### src/rtl/alu_acc_seq.sv
// Parametrised ALU + 2W-bit accumulator with sequential shift-add multiply.
// Define ALU_ACC_SAT_EN to make op 001 saturate instead of wrap.
module alu_acc_seq #(
  parameter int W = 4
) (
  input  logic           Clock,
  input  logic           Reset,
  input  logic [W-1:0]   A,
  input  logic [2:0]     op,
  input  logic           start,
  output logic           busy,
  output logic           done,
  output logic [2*W-1:0] acc
);

  localparam int AW = 2 * W;
  localparam int CW = $clog2(W + 1);

  typedef enum logic {
    S_IDLE,
    S_MUL
  } state_t;

  state_t r_state;
  state_t w_next;

  logic [AW-1:0] r_acc;
  logic [AW-1:0] r_mcand;
  logic [AW-1:0] r_prod;
  logic [W-1:0]  r_mplier;
  logic [CW-1:0] r_cnt;
  logic          r_done;

  logic          w_accept;
  logic          w_mul_go;
  logic          w_last;
  logic          w_done_nx;
  logic [W-1:0]  w_b;
  logic [AW-1:0] w_a2;
  logic [AW-1:0] w_b2;
  logic [AW:0]   w_sum;
  logic [AW-1:0] w_res;
  logic [AW-1:0] w_prod_nx;

  assign w_b       = r_acc[W-1:0];
  assign w_a2      = {{W{1'b0}}, A};
  assign w_b2      = {{W{1'b0}}, w_b};
  assign w_accept  = start && (r_state == S_IDLE);
  assign w_mul_go  = w_accept && (op == 3'b110);
  assign w_last    = (r_cnt == CW'(W - 1));
  assign w_sum     = {1'b0, r_acc} + {1'b0, w_a2};
  assign w_prod_nx = r_prod + (r_mplier[0] ? r_mcand : '0);

  always_ff @(posedge Clock or posedge Reset) begin
    if (Reset) begin
      r_state <= S_IDLE;
    end else begin
      r_state <= w_next;
    end
  end

  always_comb begin
    w_next    = r_state;
    w_done_nx = 1'b0;
    unique case (r_state)
      S_IDLE: begin
        w_done_nx = w_accept && !w_mul_go;
        if (w_mul_go) begin
          w_next = S_MUL;
        end
      end
      S_MUL: begin
        if (w_last) begin
          w_next    = S_IDLE;
          w_done_nx = 1'b1;
        end
      end
      default: w_next = S_IDLE;
    endcase
  end

  // Result of every single-cycle op; multiply is written from the product.
  always_comb begin
    w_res = r_acc;
    unique case (op)
      3'b000: w_res = w_a2 + w_b2;
      3'b001: begin
`ifdef ALU_ACC_SAT_EN
        w_res = w_sum[AW] ? '1 : w_sum[AW-1:0];
`else
        w_res = w_sum[AW-1:0];
`endif
      end
      3'b010: w_res = {A ^ w_b, A | w_b};
      3'b011: begin
        w_res = '0;
        if (|{A, w_b}) begin
          w_res[AW-1] = 1'b1;
          w_res[0]    = 1'b1;
        end
      end
      3'b100: begin
        w_res = '0;
        if (&{A, w_b}) begin
          w_res       = '1;
          w_res[AW-1] = 1'b0;
          w_res[0]    = 1'b0;
        end
      end
      // Shift amounts >= AW push every bit out, giving 0.
      3'b101: w_res = w_b2 << A;
      3'b110: w_res = r_acc;
      3'b111: w_res = r_acc;
      default: w_res = r_acc;
    endcase
  end

  always_ff @(posedge Clock or posedge Reset) begin
    if (Reset) begin
      r_acc    <= '0;
      r_mcand  <= '0;
      r_prod   <= '0;
      r_mplier <= '0;
      r_cnt    <= '0;
      r_done   <= 1'b0;
    end else begin
      r_done <= w_done_nx;
      if (r_state == S_IDLE) begin
        if (w_mul_go) begin
          r_mcand  <= w_a2;
          r_mplier <= w_b;
          r_prod   <= '0;
          r_cnt    <= '0;
        end else if (w_accept) begin
          r_acc <= w_res;
        end
      end else begin
        r_prod   <= w_prod_nx;
        r_mcand  <= r_mcand << 1;
        r_mplier <= r_mplier >> 1;
        r_cnt    <= w_last ? '0 : r_cnt + CW'(1);
        if (w_last) begin
          r_acc <= w_prod_nx;
        end
      end
    end
  end

  assign busy = (r_state == S_MUL);
  assign done = r_done;
  assign acc  = r_acc;

endmodule

### config.mk
export PLATFORM = sky130hd
export DESIGN_NAME = alu_acc_seq
export DESIGN_NICKNAME = d
export VERILOG_FILES = /design/src/rtl/alu_acc_seq.sv
export SDC_FILE = /design/constraint.sdc
export NUM_CORES = 1
export LEC_CHECK = 0
export CAP_MARGIN = 20
export CORE_MARGIN = 5
export CORE_UTILIZATION = 45
export DETAILED_ROUTE_END_ITERATION = 10
export PLACE_DENSITY = 0.75
export SLEW_MARGIN = 20
export SYNTH_ARGS = -nofsm -noshare
export SYNTH_HDL_FRONTEND = slang
export SYNTH_SLANG_ARGS = --single-unit
export TNS_END_PERCENT = 5
### constraint.sdc
create_clock -name Clock -period 6.4 [get_ports Clock]
set_clock_uncertainty 0.1 [all_clocks]
set_input_delay 0.64 -clock Clock [delete_from_list [all_inputs] [get_ports Clock]]
set_output_delay 0.64 -clock Clock [all_outputs]
set_load 0.05 [all_outputs]
==> results of run 1 <==
## metrics by stage
step / utilization / power [mW] / cell area [µm²] / cells
2_1_floorplan: - / 0.796 / 2420 / 274
3_3_place_gp: 0.514 / 0.956 / 2660 / 353
3_5_place_dp: 0.514 / 0.969 / 2660 / 353
4_1_cts: 0.536 / 1.18 / 2770 / 361
5_1_grt: 0.537 / 1.27 / 2780 / 361
6_report: 0.537 / 1.18 / 2780 / 361
## cells by family (layout without fill, tap and decap cells)
family / Yosys count / count (layout) / synth area share
AO/OA/AOI/OAI: 82 / 82 / 0.226
AND/OR/NAND/NOR: 93 / 93 / 0.198
adder cells (fa/ha/maj): 20 / 20 / 0.110
flip-flops: 33 / 33 / 0.342
XOR/XNOR: 9 / 9 / 0.0326
buffers and inverters: 25 / 42 / 0.0414
multiplexers: 12 / 12 / 0.0497
## cell usage in the layout (no fill, tap or decap), drive strengths merged, types with 3 or more instances in the layout
cell type	Yosys	routed
nand2	45	45
dfrtp	33	33
o21ai	25	25
clkdlybuf4s50	0	19
ha	18	18
nor2	15	15
a21oi	13	13
inv	13	13
mux2i	12	12
and2	7	7
a31oi	7	7
clkbuf	6	7
xnor2	6	6
a22o	4	4
a21o	4	4
o211ai	4	4
a211oi	4	4
nor3	4	4
nor2b	3	3
nand2b	3	3
xor2	3	3
a221oi	3	3
a22oi	3	3
nor4	3	3
## sequential cells by signal, indices dropped and copies added, names as in the netlist
| signal | cells |
|---|---|
| r_prod | 8 |
| r_cnt | 3 |
| acc | 8 |
| r_mplier | 4 |
| busy | 1 |
| r_mcand | 8 |
| done | 1 |
## layout make-up
type	instances	area, µm²	area share
Clock buffer	7	86.3	0.0311
Clock inverter	1	30.0	0.0108
Tap cell	70	87.6	0.0315
Multi-Input combinational cell	216	1490	0.538
Timing Repair Buffer	21	205	0.0739
Inverter	13	48.8	0.0176
Sequential cell	33	826	0.297
## worst max path at each step
stage | endpoint | slack [ns] | startpoint
after floorplan | acc[4] | 3.78 | acc[0]
after global placement | acc[4] | 2.98 | A[0]
after detailed placement | acc[4] | 2.91 | A[0]
after CTS | acc[4] | 3.21 | A[0]
after global routing | acc[4] | 3.08 | A[0]
final | acc[4] | 3.20 | A[0]
## critical path, delay by kind of cell
| family | cells | cell delay (ns) |
|---|---|---|
| compound gates | 6 | 1.16 |
| fa+ha+maj | 2 | 0.80 |
| buf+inv | 1 | 0.64 |
## cell usage after synthesis (3+ instances only)
master	n
a22oi_1	3
a22o_1	4
inv_1	11
o21ai_1	5
dfrtp_1	33
xnor2_1	6
clkbuf_1	6
nand2_1	45
a21oi_1	13
a211oi_1	3
nor2_1	14
a221oi_1	3
mux2i_1	12
xor2_1	3
and2_1	7
nand2b_1	3
ha_1	18
o21ai_0	20
a21o_1	4
a31oi_1	7
nor2b_1	3
o211ai_1	3
buf_2	5
## per-layer routing
layer  global-route usage  wire length [µm]
met4               0.0639               125
met1                0.236              2640
met3               0.0485               383
met5                    0                 0
met2                0.270              2720
## report_power, final
group | switching (mW) | total (mW) | internal [mW]
Combinational | 0.376 | 0.597 | 0.220
Clock | 0.0790 | 0.206 | 0.127
Sequential | 0.0905 | 0.376 | 0.286
==> impl_results.md, run 1 <==
- Status: finished clean
- Sequential share of the synthesized area: 0.342
- Worst-path clk slew: ~0.070 ns
- Vias in the first global route: ~2000
- Cts hold-fix bufs: 0
- Die area: ~7000 µm²
- Fraction of registers with async set/reset: 1.00
- Max transition margin: 0.438
- Power Density: approximately 420 nW/µm²
- Top-area cell type share of the netlist area: 0.342
- Worst VDD drop: 0.311 mV
- Share of cells above drive strength 1: 0.0722
- Hold path start: r_mplier[1]
- Most used cell along the critical path: a21oi_1
- Final hold violation count: 0
- Post-synth cell types: 56
- Die W: 83.3 µm
- CTS tree: built
- CTS resizes: 0
- Post-Place Setup Slack: about 2.9 ns
- Core ar.: a little over 5000 µm²
- Net Count, Synth: 304
- Fmax: between 0.3 and 0.4 GHz
- Crit. End Element: flip-flop
- Tcrit/Tclk final: 0.500
- Critical path type: primary input to flip-flop
- Most used DFF post-synth: dfrtp_1
- Clk sink count: 33
- FF-to-FF End: acc[4]
- Final Setup Violations: 0
- Clock Tree Root: clkbuf_8
- Slowest CP cell: clkdlybuf4s50_1
- Hold Path End: r_mplier[0]
- Initial antenna violation count: 0
- Clock Path Buffers: 2
- Vias/cell: around 5.8
- Vias after detailed routing: roughly 2100
- Post-CTS setup buffers: 0
- Reg2Reg Depth: 8
- EDFF count, synth: 0
- Hold slack final: between 0.3 and 0.4 ns
- Max-cap violations: 0
- Setup TNS: 0 ns
- Hold Crit Class: flip-flop to flip-flop
- Worst slew pin tran: between 0.8 and 0.9 ns
- Pre-Repair DR Iteration Count: 4
- Tmin final: 3.20 ns
- Syn Std Cell Area: approximately 2400 µm²
- Wirelength, routed: a little under 6000 µm
- Startpoint Class: primary input
- Number of buffers added on ports: 19
- PnR worst setup slack: around 3.2 ns
- Die height: ~83 µm
- Worst path cell trace: clkdlybuf4s50_1 -> ha_1 -> fa_1 -> a21o_1 -> a21oi_1 -> o21ba_1 -> a311o_1 -> a22oi_1 -> a21oi_1
- P&R area growth vs syn: 15.0%
- Crit path largest cell delay: 0.64 ns
- Yosys reg bits: 33
- Syn Inst Count: between 200 and 300
- Nets: 320
- GRT Residual Overflow: 0
- Detail Placement HPWL: approximately 4300 µm
- TritonCTS Buffers: 5
- DRC: 0
- Worst-path fanout max: 10
- Largest cells by area after synthesis: dfrtp_1 (34%), ha_1 (9.3%), nand2_1 (7.0%)
- Leak pwr: between 1 and 1.5 nW
- Worst r2r src: acc[0]
- First-pass GRT wire length: around 10000 µm
- CTS H-Tree Depth: 2
- Routed len/inst: approximately 16 µm
- Fill cells: 450
- Post-DRT Antenna Nets: 0
- Starting density of the core: 0.467
- R2r setup slk: 3.77 ns
- WP data required: 6.45 ns
- Ys Warns: 0
- Critical path arrival: roughly 3.3 ns
- Max Transition Viols Final: 0
- Routability Congestion: just under 1
- Pin count of the biggest net entering global routing: 48
- Hold Path Depth: 2
- Syn Area/Cell: around 8.8 µm²
- Post-synth top area cell: dfrtp_1
- Skew-Pair Late Insertion Delay: 0.29 ns
- Ports: 20
- RSZ-0062 raised after global routing: false
- GRT Resource Usage Total: 0.176
- Ant. Diodes: 0
- DRT iter0 DRCs: between 200 and 250
- Site Rows: 26
Power figures use the tool's default switching activity.
==> run 2, diff against run 1 <==
--- a/config.mk
+++ b/config.mk
@@ -9,7 +9,7 @@
 export CORE_MARGIN = 5
 export CORE_UTILIZATION = 45
 export DETAILED_ROUTE_END_ITERATION = 10
-export PLACE_DENSITY = 0.75
+export PLACE_DENSITY = 0.78
 export SLEW_MARGIN = 20
 export SYNTH_ARGS = -nofsm -noshare
 export SYNTH_HDL_FRONTEND = slang
==> constraint.sdc (replaced) <==
create_clock -name Clock -period 2.9 [get_ports Clock]
set_clock_uncertainty 0.1 [all_clocks]
set_input_delay 0.29 -clock Clock [delete_from_list [all_inputs] [get_ports Clock]]
set_output_delay 0.29 -clock Clock [all_outputs]
set_load 0.05 [all_outputs]
==> impl_results.md, run 2 (same netlist as run 1, synthesis figures left out) <==
- Fmax: ~0.4 GHz
- Crit. End Element: flip-flop
- Placed cell areas: about 2700 µm²
- R2r setup slk: roughly 0.37 ns
- Clk sink count: 33
- Hold slack final: between 0.3 and 0.4 ns
- Die height: ~83 µm
- Starting density of the core: 0.467
- Final Cell Area: approximately 2900 µm²
- Ant. Diodes: 0
- Wirelength, routed: just over 6000 µm
- Number of buffers added on ports: 19
- Vias/cell: 5.83
- CTS tree: built
- Setup TNS: 0 ns
- Post-DRT Antenna Nets: 0
- Worst r2r src: r_mplier[0]
- Routed len/inst: 16.5 µm
- Commonest non-fill, non-tap cell in the layout: nand2_1
- Max Transition Viols Final: 0
- GRT Resource Usage Total: 0.184
- Vias after detailed routing: approximately 2200
- Final Setup Violations: 0
- Worst-path clk slew: roughly 0.070 ns
- Site Rows: 26
- Fill cells: 462
- CTS resizes: 0
- DRC: 0
- Clock Tree Root: clkbuf_8
- Share of cells above drive strength 1: 0.106
- Final hold violation count: 0
- Ports: 20
- Max transition margin: 0.652
- Cts hold-fix bufs: 0
- Post-Place Setup Slack: between 0.1 and 0.15 ns
- Initial antenna violation count: 0
- Critical Path Sink: acc[4]
- Status: finished clean
- Tcrit/Tclk final: 0.872
- GRT Residual Overflow: 0
- Pin count of the biggest net entering global routing: 34
- Leak pwr: ~1.3 nW
- P&R area growth vs syn: 18.5%
- Post-Layout Cell Count: around 370
- Vias in the first global route: between 2000 and 2500
- FF-to-FF End: acc[4]
- Routability Congestion: ~0.94
- Skew-Pair Late Insertion Delay: approximately 0.28 ns
- RSZ-0062 raised after global routing: false
- Placed cells: 365
- Die W: between 80 and 90 µm
- Critical path arrival: 2.59 ns
- Total power draw: about 2.7 mW
- Worst VDD drop: 0.450 mV
- Worst slew pin tran: around 0.52 ns
- Core ar.: just over 5000 µm²
- Reg2Reg Depth: 9
- Power Density: ~930 nW/µm²
- Critical path type: flip-flop to flip-flop
- PnR worst setup slack: roughly 0.37 ns
- Post-CTS setup buffers: 0
- Worst-path fanout max: 9
- Clock Path Buffers: 2
- First-pass GRT wire length: roughly 11000 µm
- Detail Placement HPWL: roughly 4600 µm
- Max-cap violations: 0
- Commonest non-fill, non-tap cells in the layout: nand2_1 (45), dfrtp_1 (33), o21ai_0 (20), clkdlybuf4s50_1 (19), ha_1 (18)
- WP data required: 2.96 ns
- Die area: between 6000 and 7000 µm²
- Tmin final: 2.53 ns
- TritonCTS Buffers: 5
- Pre-Repair DR Iteration Count: 5
- Nets: 332
- Crit path launch: r_mplier[0]
- DRT iter0 DRCs: approximately 150
- Startpoint Class: flip-flop
- CTS H-Tree Depth: 2
- Final core occ: 0.554
- Hold Crit Class: primary input to asynchronous set/reset pin
run 2: routing by layer:
| layer | track usage | share of wire | vias to the layer above |
|---|---|---|---|
| met3 | 0.0277 | 0.060 | 17 |
| met1 | 0.240 | 0.43 | 1037 |
| li1 | - | - | 1043 |
| met2 | 0.300 | 0.48 | 78 |
| met4 | 0.0832 | 0.026 | 0 |
| met5 | 0 | 0 | - |
run 2: final cells by class:
class	instances	area, µm²	share of cell area
clock buffers	7	86.3	0.0301
clock inverters	1	30.0	0.0105
inverters	13	48.8	0.0170
multi-input cells	216	1490	0.520
flip-flops and latches	33	826	0.288
well taps	70	87.6	0.0306
repair buffers	33	295	0.103
run 2: worst min-delay path by stage:
| stage | slack [ns] | end | from | depth (start not counted) |
|---|---|---|---|---|
| final | 0.31 | r_mcand[7] | Reset | 3 |
| after floorplan | 0.32 | acc[0] | Reset | 1 |
| after global routing | 0.37 | r_mcand[6] | Reset | 3 |
| after detailed placement | 0.38 | r_mplier[0] | r_mplier[1] | 2 |
| after global placement | 0.36 | r_mplier[0] | r_mplier[1] | 2 |
| after CTS | 0.32 | r_mcand[6] | Reset | 3 |
run 2: critical path: stages (launching register included):
cell and delay, ns:
dfrtp_1 0.48, and2_1 0.21, ha_1 0.22, fa_1 0.44, a21o_1 0.18, a21oi_1 0.17, xor2_1 0.26, nand2_1 0.09
a22oi_1 0.17, a21oi_1 0.09
run 2: power by group:
part           internal [mW]  switching, mW
Combinational          0.530          0.856
Clock                  0.280          0.164
Sequential             0.631          0.190
Total                   1.44           1.21
==> run 3, diff against run 2 <==
--- a/config.mk
+++ b/config.mk
@@ -5,11 +5,12 @@
 export SDC_FILE = /design/constraint.sdc
 export NUM_CORES = 1
 export LEC_CHECK = 0
+export ABC_AREA = 1
 export CAP_MARGIN = 20
 export CORE_MARGIN = 5
-export CORE_UTILIZATION = 45
+export CORE_UTILIZATION = 53
 export DETAILED_ROUTE_END_ITERATION = 10
-export PLACE_DENSITY = 0.78
+export PLACE_DENSITY = 0.87
 export SLEW_MARGIN = 20
 export SYNTH_ARGS = -nofsm -noshare
 export SYNTH_HDL_FRONTEND = slang
==> impl_results.md, run 3 <==
- Site Rows: 25
- Routability Congestion: 0.979
- Largest cells by area after synthesis: dfrtp_1 (31%), nand2_1 (19%), ha_1 (8.5%)
- Switching share of power: 0.530
- Post-CTS setup buffers: 0
- Switching power: about 1.7 mW
- Starting density of the core: 0.555
- CTS resizes: 0
- Die area: roughly 6500 µm²
- Ports: 20
- GRT Residual Overflow: 0
- Final hold violation count: 0
- Die height: around 81 µm
- Detail Placement HPWL: 4820 µm
- Hold Crit Class: primary input to asynchronous set/reset pin
- Share of cells above drive strength 1: 0.0925
- Crit. End Element: flip-flop
- P&R area growth vs syn: 11.7%
- Commonest non-fill, non-tap cells in the layout: nand2_1 (131), inv_1 (48), nor2_1 (34), dfrtp_1 (33), nand3_1 (30)
- Worst VDD drop: 0.570 mV
- WP data required: 2.98 ns
- Net Count, Synth: 420
- Pin count of the biggest net entering global routing: 34
- TritonCTS Buffers: 5
- First-pass GRT wire length: 11100 µm
- Pre-Repair DR Iteration Count: 7
- Synth top cells by count: nand2_1 (131), inv_1 (48), nor2_1 (34)
- Post-DRT Antenna Nets: 0
- Final Setup Violations: 0
- Register share of total power: 0.282
- Initial antenna violation count: 0
- GRT Resource Usage Total: 0.217
- Power Density: 1080 nW/µm²
- Vias/cell: 5.32
- Post-synth cell types: 35
- Clock Tree Root: clkbuf_8
- Clk sink count: 33
- Fraction of registers with async set/reset: 1.00
- Core ar.: 4790 µm²
- Most instantiated library cell after synthesis: nand2_1
- Most used DFF post-synth: dfrtp_1
- Ys Warns: 0
- Status: finished clean
- Ant. Diodes: 0
- Max transition margin: 0.665
- Vias in the first global route: between 2000 and 2500
- Number of buffers added on ports: 19
- Max Transition Viols Final: 0
- Critical path type: flip-flop to flip-flop
- Top-area cell type share of the netlist area: 0.311
- Wirelength, routed: 6470 µm
- Tcrit/Tclk final: 0.743
- Total power draw: 3.21 mW
- RSZ-0062 raised after global routing: false
- CTS tree: built
- Syn Area/Cell: about 6.8 µm²
- Tmin final: roughly 2.2 ns
- Setup TNS: 0 ns
- Die W: approximately 81 µm
- Vias after detailed routing: about 2500
- Sequential share of the synthesized area: 0.311
- Commonest non-fill, non-tap cell in the layout: nand2_1
- Critical path arrival: approximately 2.2 ns
- Clock Path Buffers: 2
- EDFF count, synth: 0
- Leak pwr: ~1.6 nW
- Max-cap violations: 0
- DRT iter0 DRCs: 193
- Nets: 440
- Worst-path fanout max: 9
- Clock power share: 0.106
- Comb power frac: 0.612
- Post-synth top area cell: dfrtp_1
- CTS H-Tree Depth: 2
- Startpoint Class: flip-flop
- Yosys reg bits: 33
- DRC: 0
- Pint: about 1.5 mW
- Worst slew pin tran: 0.501 ns
- Syn Inst Count: 390
- Worst-path clk slew: 0.07 ns
- Cts hold-fix bufs: 0
- Routed len/inst: between 10 and 15 µm
- Fmax: 0.464 GHz
- Skew-Pair Late Insertion Delay: 0.29 ns
- Syn Std Cell Area: between 2000 and 3000 µm²
run 3: routing by layer:
metal  track usage  up-vias  routed length (µm)
li1              -     1278                   -
met5             0        -                   0
met3        0.0288       18                 342
met1         0.281     1171                2920
met2         0.365       78                3040
met4        0.0878        0                 164
run 3: path summary, 6_finish.rpt:
check | start | end | slack, ns | depth (start not counted)
worst max register to register | r_mplier[0] | acc[4] | 0.74 | 10
worst min register to register | r_cnt[0] | r_cnt[0] | 0.39 | 1
max in group asynchronous | Reset | r_cnt[0] | 2.11 | 3
worst max-delay path | r_mplier[0] | acc[4] | 0.74 | 10
worst min-delay path | Reset | r_prod[1] | 0.29 | 3
min in group Clock | r_cnt[0] | r_cnt[0] | 0.39 | 1
run 3: area by class of cell:
cell class / instances / area (µm²)
Timing Repair Buffer: 22 / 213
Sequential cell: 33 / 826
Clock buffer: 6 / 72.6
Inverter: 60 / 230
Tap cell: 67 / 83.8
Multi-Input combinational cell: 288 / 1530
Clock inverter: 2 / 10.0
Fill cell: 458 / 1820
run 3: metrics by stage:
stage,setup slack [ns],hold WS (ns),area (µm²),instances,util
after floorplan,0.780,0.319,2660,390,-
after global placement,0.614,0.368,2890,470,0.603
after detailed placement,0.511,0.374,2890,470,0.603
after CTS,0.768,0.300,2970,478,0.620
after global routing,0.578,0.330,2970,478,0.620
final,0.745,0.294,2970,478,0.620
run 3: cells by family (layout without fill, tap and decap cells):
kind of cell / Yosys count / after routing / synth area share
AOI/OAI and AO/OA: 46 / 46 / 0.106
xor gates and xnor gates: 2 / 2 / 0.00660
adders and majority gates: 20 / 20 / 0.0999
buffers and inverters: 69 / 90 / 0.112
DFF: 33 / 33 / 0.311
and+or+nand+nor: 220 / 220 / 0.364
run 3: critical path, cell delays in order, from the launching register on:
cell,delay (ns)
dfrtp_1,0.49
nand2_1,0.11
inv_1,0.04
ha_1,0.22
fa_1,0.45
nand3_1,0.10
nand2_1,0.07
o21ai_0,0.22
nand2_1,0.09
nor2_1,0.09
a21oi_1,0.06
run 3: power by group through the flow:
stage	Clock (mW)	Sequential [mW]	Combinational, mW
after floorplan	0	1.07	1.30
after global placement	0	0.897	1.88
after detailed placement	0	0.899	1.94
after CTS	0.345	0.899	1.95
after global routing	0.360	0.937	2.18
final	0.339	0.907	1.97
